==> src/rtl/tinyriscv_pkg.sv <==
// ---------------------------------------------------------------------------
// tinyriscv_pkg
//   Shared types and constants for the APB4 two-master arbiter (apb_arb2).
//   Holds the APB bus widths used by apb4_intf, the arbiter FSM state enum,
//   the one-hot grant encoding and the watchdog counter width helper.
// ---------------------------------------------------------------------------
package tinyriscv_pkg;

    localparam int APB_ADDR_W = 32;
    localparam int APB_DATA_W = 32;
    localparam int APB_STRB_W = APB_DATA_W / 8;

    // Arbiter bus-phase state
    typedef enum logic [1:0] {
        IDLE   = 2'd0,
        SETUP  = 2'd1,
        ACCESS = 2'd2
    } apb_arb_state_e;

    // One-hot grant: bit 0 = m0, bit 1 = m1, all-zero = nobody granted
    typedef enum logic [1:0] {
        GNT_NONE = 2'b00,
        GNT_M0   = 2'b01,
        GNT_M1   = 2'b10
    } apb_arb_gnt_e;

    // Watchdog counter width: ceil(log2(timeout_cyc+1)); a disabled
    // watchdog still gets one bit so the declaration stays legal.
    function automatic int wdog_cnt_w(input int timeout_cyc);
        return (timeout_cyc > 0) ? $clog2(timeout_cyc + 1) : 1;
    endfunction

endpackage

==> src/rtl/apb4_intf.sv <==
// ---------------------------------------------------------------------------
// apb4_intf
//   APB4 signal bundle.
//   modport master : drives PADDR/PSEL/PENABLE/PWRITE/PWDATA/PSTRB,
//                    receives PRDATA/PREADY/PSLVERR
//   modport slave  : the reverse view
// ---------------------------------------------------------------------------
interface apb4_intf;
    import tinyriscv_pkg::*;

    logic [APB_ADDR_W-1:0] PADDR;
    logic                  PSEL;
    logic                  PENABLE;
    logic                  PWRITE;
    logic [APB_DATA_W-1:0] PWDATA;
    logic [APB_STRB_W-1:0] PSTRB;
    logic [APB_DATA_W-1:0] PRDATA;
    logic                  PREADY;
    logic                  PSLVERR;

    modport master (
        output PADDR, PSEL, PENABLE, PWRITE, PWDATA, PSTRB,
        input  PRDATA, PREADY, PSLVERR
    );

    modport slave (
        input  PADDR, PSEL, PENABLE, PWRITE, PWDATA, PSTRB,
        output PRDATA, PREADY, PSLVERR
    );

endinterface

==> src/rtl/apb_arb2.sv <==
// ---------------------------------------------------------------------------
// apb_arb2
//   Two-requester APB4 arbiter in front of a single downstream APB4 bus.
//   m0 (instruction fetch) and m1 (load/store) each present a complete APB
//   request by raising PSEL; the arbiter picks one in IDLE, runs the
//   SETUP/ACCESS phases on s, and returns the response to the winner only.
//   The loser sees PREADY=0 (wait states) until its own turn.
//
// Ports
//   PCLK     : clock, all state changes on rising edge
//   PRESETn  : asynchronous active-low reset
//   m0       : apb4_intf.slave  - requester 0, wins fixed-priority ties
//   m1       : apb4_intf.slave  - requester 1
//   s        : apb4_intf.master - shared downstream bus
//
// Parameters
//   TIMEOUT_CYC : ACCESS-phase watchdog limit in cycles, 0 disables it
//
// Build options
//   APB_ARB2_RR_EN : when defined, simultaneous requests alternate
//                    (round robin); otherwise m0 always wins a tie.
// ---------------------------------------------------------------------------
module apb_arb2
    import tinyriscv_pkg::*;
#(
    parameter int TIMEOUT_CYC = 0
) (
    input  logic     PCLK,
    input  logic     PRESETn,
    apb4_intf.slave  m0,
    apb4_intf.slave  m1,
    apb4_intf.master s
);

    localparam int              CNT_W    = wdog_cnt_w(TIMEOUT_CYC);
    localparam bit              WDOG_EN  = (TIMEOUT_CYC > 0);
    // Counter value seen in the final allowed ACCESS cycle
    localparam logic [CNT_W-1:0] CNT_LAST = WDOG_EN ? CNT_W'(TIMEOUT_CYC - 1) : '0;

    apb_arb_state_e   state_q, state_d;
    apb_arb_gnt_e     gnt_q, gnt_d;
    apb_arb_gnt_e     pick;
    logic [CNT_W-1:0] cnt_q, cnt_d;
    logic             timeout;
    logic             sel_m0, sel_m1;

`ifdef APB_ARB2_RR_EN
    // 1 = m1 was granted most recently, so m0 wins the next tie
    logic             last_m1_q;
`endif

    // -----------------------------------------------------------------------
    // Arbitration pick (only consumed in IDLE)
    // -----------------------------------------------------------------------
    always_comb begin
        pick = GNT_NONE;
        if (m0.PSEL && m1.PSEL) begin
`ifdef APB_ARB2_RR_EN
            pick = last_m1_q ? GNT_M0 : GNT_M1;
`else
            pick = GNT_M0;
`endif
        end else if (m0.PSEL) begin
            pick = GNT_M0;
        end else if (m1.PSEL) begin
            pick = GNT_M1;
        end
    end

    // -----------------------------------------------------------------------
    // Next-state logic
    // -----------------------------------------------------------------------
    always_comb begin
        state_d = state_q;
        gnt_d   = gnt_q;
        cnt_d   = cnt_q;
        timeout = 1'b0;

        case (state_q)
            IDLE: begin
                if (pick != GNT_NONE) begin
                    state_d = SETUP;
                    gnt_d   = pick;
                end
            end

            SETUP: begin
                state_d = ACCESS;
                cnt_d   = '0;
            end

            ACCESS: begin
                if (s.PREADY) begin
                    state_d = IDLE;
                    gnt_d   = GNT_NONE;
                end else begin
                    // Last allowed wait cycle: complete to the requester
                    // with an error instead of hanging the bus forever.
                    if (WDOG_EN && (cnt_q == CNT_LAST)) begin
                        timeout = 1'b1;
                        state_d = IDLE;
                        gnt_d   = GNT_NONE;
                    end
                    if (cnt_q != {CNT_W{1'b1}}) begin
                        cnt_d = cnt_q + CNT_W'(1);
                    end
                end
            end

            default: begin
                state_d = IDLE;
                gnt_d   = GNT_NONE;
            end
        endcase
    end

    // -----------------------------------------------------------------------
    // State registers
    // -----------------------------------------------------------------------
    always_ff @(posedge PCLK or negedge PRESETn) begin
        if (!PRESETn) begin
            state_q <= IDLE;
            gnt_q   <= GNT_NONE;
            cnt_q   <= '0;
        end else begin
            state_q <= state_d;
            gnt_q   <= gnt_d;
            cnt_q   <= cnt_d;
        end
    end

`ifdef APB_ARB2_RR_EN
    always_ff @(posedge PCLK or negedge PRESETn) begin
        if (!PRESETn) begin
            last_m1_q <= 1'b1;
        end else if ((state_q == IDLE) && (pick != GNT_NONE)) begin
            last_m1_q <= (pick == GNT_M1);
        end
    end
`endif

    // -----------------------------------------------------------------------
    // Bus outputs: everything is decoded from registered state, so reset
    // silences both sides of the arbiter in the same cycle.
    // -----------------------------------------------------------------------
    assign sel_m0 = (state_q != IDLE) && (gnt_q == GNT_M0);
    assign sel_m1 = (state_q != IDLE) && (gnt_q == GNT_M1);

    assign s.PSEL    = (state_q != IDLE);
    assign s.PENABLE = (state_q == ACCESS);

    assign s.PADDR  = sel_m0 ? m0.PADDR  : (sel_m1 ? m1.PADDR  : '0);
    assign s.PWRITE = sel_m0 ? m0.PWRITE : (sel_m1 ? m1.PWRITE : 1'b0);
    assign s.PWDATA = sel_m0 ? m0.PWDATA : (sel_m1 ? m1.PWDATA : '0);
    assign s.PSTRB  = sel_m0 ? m0.PSTRB  : (sel_m1 ? m1.PSTRB  : '0);

    assign m0.PREADY  = sel_m0 && (state_q == ACCESS) && (s.PREADY || timeout);
    assign m0.PRDATA  = sel_m0 ? s.PRDATA : '0;
    assign m0.PSLVERR = sel_m0 && (s.PSLVERR || timeout);

    assign m1.PREADY  = sel_m1 && (state_q == ACCESS) && (s.PREADY || timeout);
    assign m1.PRDATA  = sel_m1 ? s.PRDATA : '0;
    assign m1.PSLVERR = sel_m1 && (s.PSLVERR || timeout);

endmodule

==> src/flat_wrapper.sv <==
// flat-port wrapper written by rule: the top's interface ports become plain ports
module apb_arb2_flat import tinyriscv_pkg::*;
#(
    parameter int TIMEOUT_CYC = 0
)
  (PCLK, PRESETn, m0_PADDR, m0_PSEL, m0_PENABLE, m0_PWRITE, m0_PWDATA, m0_PSTRB, m0_PRDATA, m0_PREADY, m0_PSLVERR, m1_PADDR, m1_PSEL, m1_PENABLE, m1_PWRITE, m1_PWDATA, m1_PSTRB, m1_PRDATA, m1_PREADY, m1_PSLVERR, s_PADDR, s_PSEL, s_PENABLE, s_PWRITE, s_PWDATA, s_PSTRB, s_PRDATA, s_PREADY, s_PSLVERR);
  apb4_intf m0_i ();
  apb4_intf m1_i ();
  apb4_intf s_i ();
  input  logic PCLK;
  input  logic PRESETn;
  input wire logic [$bits(m0_i.PADDR)-1:0] m0_PADDR;
  input wire logic [$bits(m0_i.PSEL)-1:0] m0_PSEL;
  input wire logic [$bits(m0_i.PENABLE)-1:0] m0_PENABLE;
  input wire logic [$bits(m0_i.PWRITE)-1:0] m0_PWRITE;
  input wire logic [$bits(m0_i.PWDATA)-1:0] m0_PWDATA;
  input wire logic [$bits(m0_i.PSTRB)-1:0] m0_PSTRB;
  output wire logic [$bits(m0_i.PRDATA)-1:0] m0_PRDATA;
  output wire logic [$bits(m0_i.PREADY)-1:0] m0_PREADY;
  output wire logic [$bits(m0_i.PSLVERR)-1:0] m0_PSLVERR;
  input wire logic [$bits(m1_i.PADDR)-1:0] m1_PADDR;
  input wire logic [$bits(m1_i.PSEL)-1:0] m1_PSEL;
  input wire logic [$bits(m1_i.PENABLE)-1:0] m1_PENABLE;
  input wire logic [$bits(m1_i.PWRITE)-1:0] m1_PWRITE;
  input wire logic [$bits(m1_i.PWDATA)-1:0] m1_PWDATA;
  input wire logic [$bits(m1_i.PSTRB)-1:0] m1_PSTRB;
  output wire logic [$bits(m1_i.PRDATA)-1:0] m1_PRDATA;
  output wire logic [$bits(m1_i.PREADY)-1:0] m1_PREADY;
  output wire logic [$bits(m1_i.PSLVERR)-1:0] m1_PSLVERR;
  output wire logic [$bits(s_i.PADDR)-1:0] s_PADDR;
  output wire logic [$bits(s_i.PSEL)-1:0] s_PSEL;
  output wire logic [$bits(s_i.PENABLE)-1:0] s_PENABLE;
  output wire logic [$bits(s_i.PWRITE)-1:0] s_PWRITE;
  output wire logic [$bits(s_i.PWDATA)-1:0] s_PWDATA;
  output wire logic [$bits(s_i.PSTRB)-1:0] s_PSTRB;
  input wire logic [$bits(s_i.PRDATA)-1:0] s_PRDATA;
  input wire logic [$bits(s_i.PREADY)-1:0] s_PREADY;
  input wire logic [$bits(s_i.PSLVERR)-1:0] s_PSLVERR;
  assign m0_i.PADDR = m0_PADDR;
  assign m0_i.PSEL = m0_PSEL;
  assign m0_i.PENABLE = m0_PENABLE;
  assign m0_i.PWRITE = m0_PWRITE;
  assign m0_i.PWDATA = m0_PWDATA;
  assign m0_i.PSTRB = m0_PSTRB;
  assign m0_PRDATA = m0_i.PRDATA;
  assign m0_PREADY = m0_i.PREADY;
  assign m0_PSLVERR = m0_i.PSLVERR;
  assign m1_i.PADDR = m1_PADDR;
  assign m1_i.PSEL = m1_PSEL;
  assign m1_i.PENABLE = m1_PENABLE;
  assign m1_i.PWRITE = m1_PWRITE;
  assign m1_i.PWDATA = m1_PWDATA;
  assign m1_i.PSTRB = m1_PSTRB;
  assign m1_PRDATA = m1_i.PRDATA;
  assign m1_PREADY = m1_i.PREADY;
  assign m1_PSLVERR = m1_i.PSLVERR;
  assign s_PADDR = s_i.PADDR;
  assign s_PSEL = s_i.PSEL;
  assign s_PENABLE = s_i.PENABLE;
  assign s_PWRITE = s_i.PWRITE;
  assign s_PWDATA = s_i.PWDATA;
  assign s_PSTRB = s_i.PSTRB;
  assign s_i.PRDATA = s_PRDATA;
  assign s_i.PREADY = s_PREADY;
  assign s_i.PSLVERR = s_PSLVERR;
  apb_arb2 #(.TIMEOUT_CYC(TIMEOUT_CYC)) u_core (.PCLK(PCLK), .PRESETn(PRESETn), .m0(m0_i), .m1(m1_i), .s(s_i));
endmodule
==> config.mk <==
export PLATFORM = sky130hd
export DESIGN_NAME = apb_arb2_flat
export DESIGN_NICKNAME = d
export VERILOG_FILES = /design/src/rtl/tinyriscv_pkg.sv /design/src/rtl/apb4_intf.sv /design/src/rtl/apb_arb2.sv /design/src/flat_wrapper.sv
export SDC_FILE = /design/constraint.sdc
export NUM_CORES = 1
export LEC_CHECK = 0
export CORE_AREA = 3 3 121 123
export CTS_BUF_LIST = sky130_fd_sc_hd__clkbuf_4
export DETAILED_ROUTE_END_ITERATION = 10
export DIE_AREA = 0 0 124 126
export HOLD_SLACK_MARGIN = 0.15
export PLACE_DENSITY = 0.56
export SLEW_MARGIN = 20
export SYNTH_ARGS = -nofsm -noshare
export SYNTH_HDL_FRONTEND = slang
export SYNTH_SLANG_ARGS = --single-unit
==> constraint.sdc <==
create_clock -name PCLK -period 2.35 [get_ports PCLK]
set_clock_uncertainty 0.15 [all_clocks]
set_input_delay 0.47 -clock PCLK [delete_from_list [all_inputs] [get_ports PCLK]]
set_output_delay 0.47 -clock PCLK [all_outputs]
set_load 0.005 [all_outputs]
* Yosys cells after proc, flatten, opt, wreduce, memory -nomap -nowiden
Index checks and enable logic that the tools add are counted.
Cells by class: equal/unequal tests 6, multiplexer cells 18, bitwise operators 1, reductions and logical operators 14
Operators with widths (count):
- $mux W32 | 6
- $mux W2 | 6
- $pmux W2 S3 | 2
- $logic_and A1 B1 Y1 | 9
- $mux W4 | 2
- $eq A2 B1 Y1 const B | 2
- $eq A2 B2 Y1 const B | 2
- $ne A2 B1 Y1 const B | 2
- $reduce_bool A2 Y1 | 2
- $reduce_and A3 Y1 | 1
- $logic_not A2 Y1 | 1
- $mux W1 | 2
- $reduce_and A2 Y1 | 1
- $not A1 Y1 | 1
Word-level totals: bits in registers 4, output and inout bits 139, logic and storage cells 41

* Depth between registers and ports, before layout
Gate-level depths: netlist of run 1.
depth after elaboration 6, gate-level depth with buffers 5, depth with buffers taken out 3

* Worst setup path before layout of run 1
Ideal clock, no wire load.
kind reg-to-output, start register u_core.state_q[0], end output m0_PRDATA[23], data arrival time 1069 ps, setup slack 661 ps, stages on the path, launching flop included 6, buffers on the path 2, path through dfrtp_1 nor2_4 inv_2 buf_6 buf_6 and3_1
On the way: longest elaborated chain between the ends 3
Ends and longest elaborated chain:
- start, declared | RTL line apb_arb2.sv:40 | apb_arb_state_e state_q, state_d;
- start signal, assigned | RTL line apb_arb2.sv:126 | state_q <= state_d;
- $reduce_bool A2 Y1
- via s_PSEL | RTL line flat_wrapper.sv:31 | output wire logic [$bits(s_i.PSEL)-1:0] s_PSEL;
- $logic_and A1 B1 Y1 | RTL line apb_arb2.sv:146 | assign sel_m0 = (state_q != IDLE) && (gnt_q == GNT_M0);
- $mux W32 | RTL line apb_arb2.sv:158 | assign m0.PRDATA = sel_m0 ? s.PRDATA : '0;
- end, declared | RTL line flat_wrapper.sv:18 | output wire logic [$bits(m0_i.PRDATA)-1:0] m0_PRDATA;
The timed path passes the listed nets, and every way through them passes these cells.

* Worst setup path in the final report of run 1
start register u_core.gnt_q[0], end output s_PWDATA[16]
On the way: longest elaborated chain between the ends 4, elaborated cells between the ends (all ways) 6
Ends and longest elaborated chain:
- start, declared | RTL line apb_arb2.sv:41 | apb_arb_gnt_e gnt_q, gnt_d;
- start signal, assigned | RTL line apb_arb2.sv:127 | gnt_q <= gnt_d;
- $eq A2 B2 Y1 | RTL line apb_arb2.sv:147 | assign sel_m1 = (state_q != IDLE) && (gnt_q == GNT_M1);
- $logic_and A1 B1 Y1 | RTL line apb_arb2.sv:147
- $mux W32 | RTL line apb_arb2.sv:154 | assign s.PWDATA = sel_m0 ? m0.PWDATA : (sel_m1 ? m1.PWDATA : '0);
- $mux W32 * | RTL line apb_arb2.sv:154
- end, declared | RTL line flat_wrapper.sv:34 | output wire logic [$bits(s_i.PWDATA)-1:0] s_PWDATA;
Every way passes the cells marked *; elsewhere a longest branch is shown, timed or not.

==> results of run 1 <==
[cell usage in the layout, fill, tap and decap left out]
cell type,netlist,final
sky130_fd_sc_hd__a211oi_1,1,1
sky130_fd_sc_hd__and3_1,68,68
sky130_fd_sc_hd__dlygate4sd2_1,0,98
sky130_fd_sc_hd__nand2b_1,1,1
sky130_fd_sc_hd__nor3_1,1,1
sky130_fd_sc_hd__nor2b_1,1,1
sky130_fd_sc_hd__clkbuf_4,0,3
sky130_fd_sc_hd__dfrtp_1,4,4
sky130_fd_sc_hd__buf_6,10,5
sky130_fd_sc_hd__o32a_1,1,1
sky130_fd_sc_hd__inv_1,4,4
sky130_fd_sc_hd__nor2_4,1,1
sky130_fd_sc_hd__clkbuf_16,0,1
sky130_fd_sc_hd__clkbuf_2,0,11
sky130_fd_sc_hd__and2b_4,1,1
sky130_fd_sc_hd__o21ai_1,1,1
sky130_fd_sc_hd__nor2b_4,1,1
sky130_fd_sc_hd__nor2_1,71,71
sky130_fd_sc_hd__a211o_1,2,2
sky130_fd_sc_hd__clkdlybuf4s15_1,0,25
sky130_fd_sc_hd__buf_16,0,3
sky130_fd_sc_hd__buf_4,8,21
sky130_fd_sc_hd__inv_6,0,1
sky130_fd_sc_hd__clkdlybuf4s50_1,0,177
sky130_fd_sc_hd__buf_12,0,9
sky130_fd_sc_hd__mux2i_1,1,1
sky130_fd_sc_hd__a22oi_2,10,22
sky130_fd_sc_hd__a22oi_1,59,47
sky130_fd_sc_hd__dlymetal6s2s_1,0,2
sky130_fd_sc_hd__buf_2,6,1
[metal layers]
layer  up-vias  part of all wire [%]
li1       1619                     -
met1      1561                    38
met2       200                    50
met3         8                    11
met4         0                  0.74
met5         -                     0
[power by group]
part	switching [mW]	internal, mW	total [mW]
sequential	0.0361	0.103	0.140
clock	0.0258	0.0570	0.0828
combinational	2.02	2.35	4.37
total	2.08	2.52	4.60
[cells by family (layout without fill, tap and decap cells)]
group | Yosys count | in the layout
flops | 4 | 4
mux | 1 | 1
buf+inv | 41 | 361
simple gates | 145 | 145
compound gates | 74 | 74
[flip-flops by register name, indices dropped and copies added, names as in the netlist]
name / count
u_core.gnt_q: 2
u_core.state_q: 2
[worst max-delay path by stage]
stage / startpoint / to / slack [ps]
after floorplan: u_core.state_q[0] / m0_PRDATA[23] / 660
after global placement: u_core.state_q[0] / m1_PRDATA[17] / -30
after detailed placement: u_core.state_q[0] / m1_PRDATA[17] / -80
after CTS: u_core.gnt_q[0] / s_PADDR[25] / -150
after global routing: u_core.gnt_q[0] / s_PWDATA[16] / -50
final: u_core.gnt_q[0] / s_PWDATA[16] / 40
[metrics by stage]
step                instance area, um^2  instances  hold WS (ps)
CTS                                5140        757           295
detailed placement                 5050        737           500
global route                       5260        765           322
finish                             5260        765           301
global placement                   5050        737           468
floorplan                          1740        265          24.4
[cell type report]
type	instances	area, um^2	share of cell area, %
repair buffers	353	3470	65.9
flip-flops and latches	4	100	1.90
clock buffers	3	22.5	0.428
inverters	5	23.8	0.452
well taps	180	225	4.28
multi-input cells	220	1420	27.0
[what timing repair did]
| action | CTS | global route |
|---|---|---|
| pin swaps | 1 | 2 |
| setup endpoints to repair | 138 | 28 |
| gates cloned | 3 | 1 |
| buffers inserted | 14 | 7 |
| gates resized for setup | 150 | 59 |
==> flow_summary.yaml, run 1 <==
outcome:
  status: "complete, no violations"
logic_synthesis:
  yosys.area.top_type_share_pct: 25.4
  synth_top_family_by_area: "simple AND/OR/NAND/NOR gates"
  number_of_enable_flip_flop_cells_after_synthesis: 0
  netlist_instances: 265
  yosys-mux-area-fraction_pct: 0.575
  postSynthRegisterBits: 4
  ys_async_sr_fraction_pct: 100
  synthesized_area_fraction_occupied_by_ao_oa_aoi_and_oai_cells_pct: 34.9
  yosys.area_share.xor_xnor_pct: 0
  post_synth_fa_ha_maj_area_fraction_pct: 0
  most_used_flip_flop_cell_after_synthesis: "sky130_fd_sc_hd__dfrtp_1"
  part_of_the_yosys_area_used_for_sequential_elements_pct: 5.75
  synth_most_common_cell: "sky130_fd_sc_hd__nor2_1"
  synthesis.nets: 443
  synth.top_cells.by_count: "sky130_fd_sc_hd__nor2_1, sky130_fd_sc_hd__and3_1, sky130_fd_sc_hd__a22oi_1"
  synthesized_area_fraction_occupied_by_and_or_nand_nor_cells_pct: 42.8
  yosys-top-cells-area: "sky130_fd_sc_hd__a22oi_1, sky130_fd_sc_hd__and3_1, sky130_fd_sc_hd__nor2_1"
  post_synth_num_cell_types: 24
  syn_area_per_cell_um2: 6.57
  synth_area_leader_cell: "sky130_fd_sc_hd__a22oi_1"
  ys_warn_count: 0
  synthesis.area_um2: 1740
timing:
  slew_headroom_pct: 76.9
  tcrit_tclk_final_pct: 98.4
  timing_hold_violations_final: 0
  setup_viol_count_final: 0
  timing_max_transition_violations_final: 0
  fin_setup_tns_ps: 0
  max_freq_mhz: 432
  least_margin_pin_slew_ps: 347
  layout_min_cycle_time_ps: 2310
  timing.final.ws_setup_ps: 36.4
  grt_setup_unrepaired: "yes"
power_and_ir_drop:
  report.power.total_mw: 4.60
  power.density_nw_per_um2: 874
  leakagePower_nw: 2.71
  vdd.ir_drop.worst_v: 0.000411
die:
  floorplan.rows: 43
  top_level_port_count: 317
  initial_core_util_pct: 12.6
  die_y_um: 126
  coreArea_um2: 13800
  floorplan.die.width_um: 124
  floorplan.die_area_um2: 15600
setup_path:
  timing.rr.start: "u_core.state_q[0]"
  critical_path_start_end_classification: "reg2out"
  end_kind: "primary output"
  critical_path.cell_chain: "and2b_4, buf_4, buf_12, a22oi_1, nor2_1, dlygate4sd2_1"
  sort_of_element_at_the_start_of_the_critical_path: "register"
  path_max_fanout: 23
  timing.reg2reg.setup_slack_ps: 1060
  reg2reg_depth: 3
  cpLargestDelayFamily: "buffers and inverters"
  timing.critical_path.slowest_stage_cell: "sky130_fd_sc_hd__dfrtp_1"
  timing.critical_path.slowest_cell_delay_ps: 380
  cp_data_required_time_ps: 1730
  critical_path_arrival_ps: 1690
  critical_path_buf_inv_count: 3
  crit-reg2reg-capture: "u_core.gnt_q[0]"
  cp.depth: 6
detailed_routing:
  antenna_violating_nets_post_route: 0
  detail_route.wl_per_cell_um: 17.0
  routed_wl_mm: 13.0
  detail_route.iter0.violations: 123
  number_of_vias_after_detailed_routing: 3388
  vias_per_std_cell: 4.43
  drc: 0
  first_pass_iters: 4
finish:
  layout-drive-gt1-share_pct: 13.7
  ant_cells: 0
  nFillCells: 1482
  final_nets: 765
  area_growth_from_synthesis_to_final_layout_pct: 202
  finish.utilization_pct: 38.2
grt:
  wire_length_of_the_first_global_routing_pass_mm: 18.2
  grt_antenna_before_repair: 0
  grtUsageMet2_pct: 26.7
  grtUsageTotal_pct: 14.5
  grt_max_degree: 71
  grt.overflow.total: 0
  global_route.usage.met3_pct: 4.49
  grt_use_met1_pct: 16.4
  first_global_vias: 3490
  gr-max-usage-layer: "met2"
placement:
  preCtsSetupSlack_ps: -80.7
  routabilityCongestion: 0.826
  dpl.hpwl_mm: 9.79
  number_of_i_o_port_buffers: 314
clock_tree:
  root_buffer: "sky130_fd_sc_hd__clkbuf_4"
  cts_hold_buf: 0
  clk_path_buf_depth: 2
  cts_buffer_count: 3
  clock_sink_count: 4
  clkLatencyLatePin_ps: 230
  tritoncts: "done"
  htreeDepth: 1
  clk_pin_slew_worst_paths_ps: 40
flow_run:
  timing.max_cap.violations: 0
worst_hold_path:
  min_path_type: "in2async"
(Power assumes the default switching activity.)
==> inputs of run 2 (changes only) <==
--- a/config.mk
+++ b/config.mk
@@ -10,7 +10,7 @@
 export DETAILED_ROUTE_END_ITERATION = 10
 export DIE_AREA = 0 0 124 126
 export HOLD_SLACK_MARGIN = 0.15
-export PLACE_DENSITY = 0.56
+export PLACE_DENSITY = 0.54
 export SLEW_MARGIN = 20
 export SYNTH_ARGS = -nofsm -noshare
 export SYNTH_HDL_FRONTEND = slang
==> flow_summary.yaml, run 2 (synthesis results as in run 1) <==
outcome:
  status: "complete, but fails checks"
  violated_checks: "negative setup slack"
die:
  top_level_port_count: 317
  initial_core_util_pct: 12.6
  floorplan.die.width_um: 124
  floorplan.rows: 43
  die_y_um: 126
  floorplan.die_area_um2: 15600
  coreArea_um2: 13800
setup_path:
  path_max_fanout: 11
  cpLargestDelayFamily: "buffers and inverters"
  worst_setup_path_startpoint: "u_core.gnt_q[1]"
  timing.critical_path.slowest_stage_cell: "sky130_fd_sc_hd__dfrtp_1"
  critical_path_arrival_ps: 1780
  timing.critical_path.slowest_cell_delay_ps: 410
  cp_data_required_time_ps: 1730
  end_kind: "primary output"
  critical_path.cell_chain: "and2b_4, buf_12, clkbuf_16, buf_12, a22oi_1, nor2_1, dlygate4sd2_1"
  critical_path_start_end_classification: "reg2out"
  sort_of_element_at_the_start_of_the_critical_path: "register"
  worst_path_most_repeated_cell: "sky130_fd_sc_hd__buf_12"
  critical_path_buf_inv_count: 4
  timing.rr.start: "u_core.state_q[0]"
detailed_routing:
  first_pass_iters: 5
  detail_route.wl_per_cell_um: 17.8
  number_of_vias_after_detailed_routing: 3403
  routed_wl_mm: 13.7
  drc: 0
  detail_route.iter0.violations: 70
  vias_per_std_cell: 4.41
  antenna_violating_nets_post_route: 0
grt:
  grtUsageTotal_pct: 15.2
  grt_max_degree: 69
  wire_length_of_the_first_global_routing_pass_mm: 18.8
  grt.overflow.total: 0
  first_global_vias: 3446
  grt_antenna_before_repair: 0
finish:
  area_growth_from_synthesis_to_final_layout_pct: 209
  final_nets: 771
  layout_top_registers: "u_core.gnt_q (2), u_core.state_q (2)"
  most_frequent_cells_in_the_layout: "sky130_fd_sc_hd__clkdlybuf4s50_1, sky130_fd_sc_hd__nor2_1, sky130_fd_sc_hd__and3_1, sky130_fd_sc_hd__clkbuf_2, sky130_fd_sc_hd__dlygate4sd2_1"
  layout-drive-gt1-share_pct: 24.5
  post_layout_nonfiller_instances: 771
  mostFrequentLayoutCell: "sky130_fd_sc_hd__clkdlybuf4s50_1"
  ant_cells: 0
timing:
  timing.final.ws_setup_ps: -52.3
  timing_max_transition_violations_final: 0
  slew_headroom_pct: 85.0
  setup_viol_count_final: 3
  timing_hold_violations_final: 0
  tcrit_tclk_final_pct: 102
  least_margin_pin_slew_ps: 225
  max_freq_mhz: 416
  layout_min_cycle_time_ps: 2400
  grt_setup_unrepaired: "yes"
worst_hold_path:
  min_path_type: "in2async"
clock_tree:
  cts_hold_buf: 0
  root_buffer: "sky130_fd_sc_hd__clkbuf_4"
  tritoncts: "done"
  clkLatencyLatePin_ps: 230
  cts_buffer_count: 3
  clock_sink_count: 4
  clk_pin_slew_worst_paths_ps: 40
  clk_path_buf_depth: 2
  htreeDepth: 1
placement:
  dpl.hpwl_mm: 10.1
  preCtsSetupSlack_ps: -21.6
  routabilityCongestion: 0.868
  number_of_cells_after_detailed_placement: 745
  number_of_i_o_port_buffers: 314
flow_run:
  timing.max_cap.violations: 0
power_and_ir_drop:
  leakagePower_nw: 2.86
  power.density_nw_per_um2: 944
  vdd.ir_drop.worst_v: 0.000508
[run 2: layout make-up]
cell class	instances	area (um^2)
fill	1433	8390
sequential	4	100
clock buffer	3	22.5
tap	180	225
inverter	5	18.8
multi-input combinational	220	1480
timing repair buffer	359	3540
[run 2: worst paths after layout]
path | to | slack (ps) | cells after the start
max in group asynchronous | u_core.gnt_q[0] | 1580 | 1
hold reg to reg | u_core.gnt_q[1] | 500 | 2
hold / removal | u_core.gnt_q[1] | 300 | 1
setup / recovery | s_PWDATA[3] | -50 | 7
min in group PCLK | u_core.gnt_q[1] | 500 | 2
setup reg to reg | u_core.gnt_q[0] | 1040 | 4
[run 2: metal layers]
layer	global-route usage, %	share of wire [%]
met1	16.9	37
met2	28.9	51
met3	4.13	11
met4	1.93	0.74
met5	0	0
[run 2: through the flow]
stage	TNS, ps	utilization [%]	instance area, um^2	power (mW)	hold slack (ps)
after floorplan	0	-	1740	2.16	24.4
after global placement	0	37.5	5160	4.57	478
after detailed placement	-21.6	37.5	5160	4.59	494
after CTS	-2020	38.3	5270	4.83	295
after global routing	-476	39.1	5380	5.46	308
final	-127	39.1	5380	5.08	296
[run 2: repair_timing]
item | CTS | global route
setup endpoints to repair | 137 | 64
cloned | 4 | 3
endpoints found under the hold margin | 0 | 0
pin swaps | 3 | 4
gates resized for setup | 136 | 181
buffers inserted | 8 | 8
[run 2: power by group]
| part | switching (mW) | internal [mW] | leakage [nW] |
|---|---|---|---|
| combinational | 2.17 | 2.68 | 2.79 |
| clock | 0.0296 | 0.0572 | 0.0138 |
| sequential | 0.0346 | 0.103 | 0.0503 |
==> inputs of run 3 (changes only) <==
--- a/config.mk
+++ b/config.mk
@@ -11,6 +11,7 @@
 export DIE_AREA = 0 0 124 126
 export HOLD_SLACK_MARGIN = 0.15
 export PLACE_DENSITY = 0.54
+export SKIP_CTS_REPAIR_TIMING = 1
 export SLEW_MARGIN = 20
 export SYNTH_ARGS = -nofsm -noshare
 export SYNTH_HDL_FRONTEND = slang
==> flow_summary.yaml, run 3 (synthesis results as in run 1) <==
detailed_routing:
  antenna_violating_nets_post_route: 0
  vias_per_std_cell: 4.46
  routed_wl_mm: 13.5
  first_pass_iters: 5
  detail_route.wl_per_cell_um: 17.7
  number_of_vias_after_detailed_routing: 3396
  drc: 0
  detail_route.iter0.violations: 111
timing:
  timing.final.ws_setup_ps: -178
  tcrit_tclk_final_pct: 108
  layout_min_cycle_time_ps: 2530
  grt_setup_unrepaired: "yes"
  setup_viol_count_final: 29
  max_freq_mhz: 396
  timing_hold_violations_final: 0
  timing_max_transition_violations_final: 0
  least_margin_pin_slew_ps: 247
  slew_headroom_pct: 83.5
die:
  initial_core_util_pct: 12.6
  die_y_um: 126
  top_level_port_count: 317
  floorplan.die.width_um: 124
  floorplan.die_area_um2: 15600
  coreArea_um2: 13800
  floorplan.rows: 43
clock_tree:
  clkLatencyLatePin_ps: 230
  root_buffer: "sky130_fd_sc_hd__clkbuf_4"
  clk_path_buf_depth: 2
  clk_pin_slew_worst_paths_ps: 40
  htreeDepth: 1
  clock_sink_count: 4
  tritoncts: "done"
  cts_buffer_count: 3
flow_run:
  timing.max_cap.violations: 0
placement:
  routabilityCongestion: 0.868
  preCtsSetupSlack_ps: -21.6
  number_of_cells_after_detailed_placement: 745
  number_of_i_o_port_buffers: 314
  dpl.hpwl_mm: 10.1
setup_path:
  timing.critical_path.slowest_cell_delay_ps: 510
  sort_of_element_at_the_start_of_the_critical_path: "register"
  timing.reg2reg.setup_slack_ps: 1020
  cp_data_required_time_ps: 1730
  timing.critical_path.slowest_stage_cell: "sky130_fd_sc_hd__clkdlybuf4s50_1"
  critical_path_arrival_ps: 1910
  critical_path.cell_chain: "nor2b_4, buf_4, clkbuf_16, a22oi_1, nor2_1, clkdlybuf4s50_1"
  critical_path_start_end_classification: "reg2out"
  reg2reg_depth: 4
  path_max_fanout: 20
  end_kind: "primary output"
  crit-reg2reg-capture: "u_core.gnt_q[0]"
  timing.rr.start: "u_core.state_q[0]"
outcome:
  violated_checks: "negative setup slack"
  status: "complete, but fails checks"
power_and_ir_drop:
  leakagePower_nw: 4.06
  combinationalPowerShare_pct: 95.4
  power.density_nw_per_um2: 869
  swShare_pct: 42.4
  power.share.clock_pct: 1.8
  vdd.ir_drop.worst_v: 0.000471
  seqPwrFrac_pct: 2.8
  cellInternalPower_mw: 2.83
  netSwitchingPower_mw: 2.08
grt:
  grt_antenna_before_repair: 0
  grt_max_degree: 69
  first_global_vias: 3335
  wire_length_of_the_first_global_routing_pass_mm: 17.8
  grt.overflow.total: 0
  grtUsageTotal_pct: 14.1
finish:
  final_nets: 761
  post_layout_nonfiller_instances: 761
  layout_top_registers: "u_core.gnt_q (2), u_core.state_q (2)"
  nFillCells: 1379
  ant_cells: 0
  area_growth_from_synthesis_to_final_layout_pct: 225
  finish.utilization_pct: 41.1
  layout-drive-gt1-share_pct: 9.29
  most_frequent_cells_in_the_layout: "sky130_fd_sc_hd__clkdlybuf4s50_1, sky130_fd_sc_hd__dlymetal6s2s_1, sky130_fd_sc_hd__nor2_1, sky130_fd_sc_hd__and3_1, sky130_fd_sc_hd__a22oi_1"
  mostFrequentLayoutCell: "sky130_fd_sc_hd__clkdlybuf4s50_1"
worst_hold_path:
  min_path_type: "in2async"
-- run 3: worst max-delay path by stage --
| stage | startpoint | endpoint | slack, ps | depth (start not counted) |
|---|---|---|---|---|
| floorplan | u_core.state_q[0] | m0_PRDATA[23] | 660 | 5 |
| finish | u_core.gnt_q[1] | s_PWDATA[11] | -180 | 6 |
| detailed placement | m0_PWDATA[0] | s_PWDATA[0] | -20 | 4 |
| global route | u_core.gnt_q[1] | s_PWDATA[3] | -270 | 6 |
| global placement | m0_PWDATA[0] | s_PWDATA[0] | 5 | 4 |
| CTS | u_core.gnt_q[1] | s_PWDATA[0] | -230 | 5 |
-- run 3: final cells by class --
type | instances | area (um^2) | share of cell area, %
timing repair buffer | 349 | 3930 | 69.4
multi-input combinational | 220 | 1370 | 24.2
tap | 180 | 225 | 3.98
sequential | 4 | 100 | 1.77
clock buffer | 3 | 22.5 | 0.398
inverter | 5 | 18.8 | 0.332
-- run 3: per-layer routing --
metal / up-vias / global-route usage [%] / part of all wire (%)
met5: - / 0 / 0
met4: 0 / 1.93 / 0.48
met3: 6 / 4.22 / 12
met2: 192 / 26.1 / 52
met1: 1588 / 16.1 / 36
li1: 1610 / - / -
-- run 3: power by group through the flow --
| stage | logic, mW | registers (mW) | clock network (mW) |
|---|---|---|---|
| after detailed placement | 4.45 | 0.140 | 0 |
| after CTS | 4.48 | 0.139 | 0.0904 |
| after global routing | 5.05 | 0.142 | 0.0927 |
| final | 4.69 | 0.138 | 0.0863 |
| after global placement | 4.43 | 0.138 | 0 |
| after floorplan | 2.01 | 0.145 | 0 |
-- run 3: metrics by stage --
step | hold slack [ps] | power, mW | instance area [um^2] | setup TNS (ps)
after floorplan | 24.4 | 2.16 | 1740 | 0
after global placement | 478 | 4.57 | 5160 | 0
after detailed placement | 494 | 4.59 | 5160 | -21.6
after CTS | 295 | 4.71 | 5190 | -20380
after global routing | 308 | 5.29 | 5660 | -6110
final | 298 | 4.92 | 5660 | -4120
-- run 3: critical path: cells and delay by family, from the launching register on --
kind / cells / cell delay (ps)
AO/OA/AOI/OAI: 1 / 100
AND/OR/NAND/NOR: 2 / 320
buffers and inverters: 3 / 850
flip-flops: 1 / 410
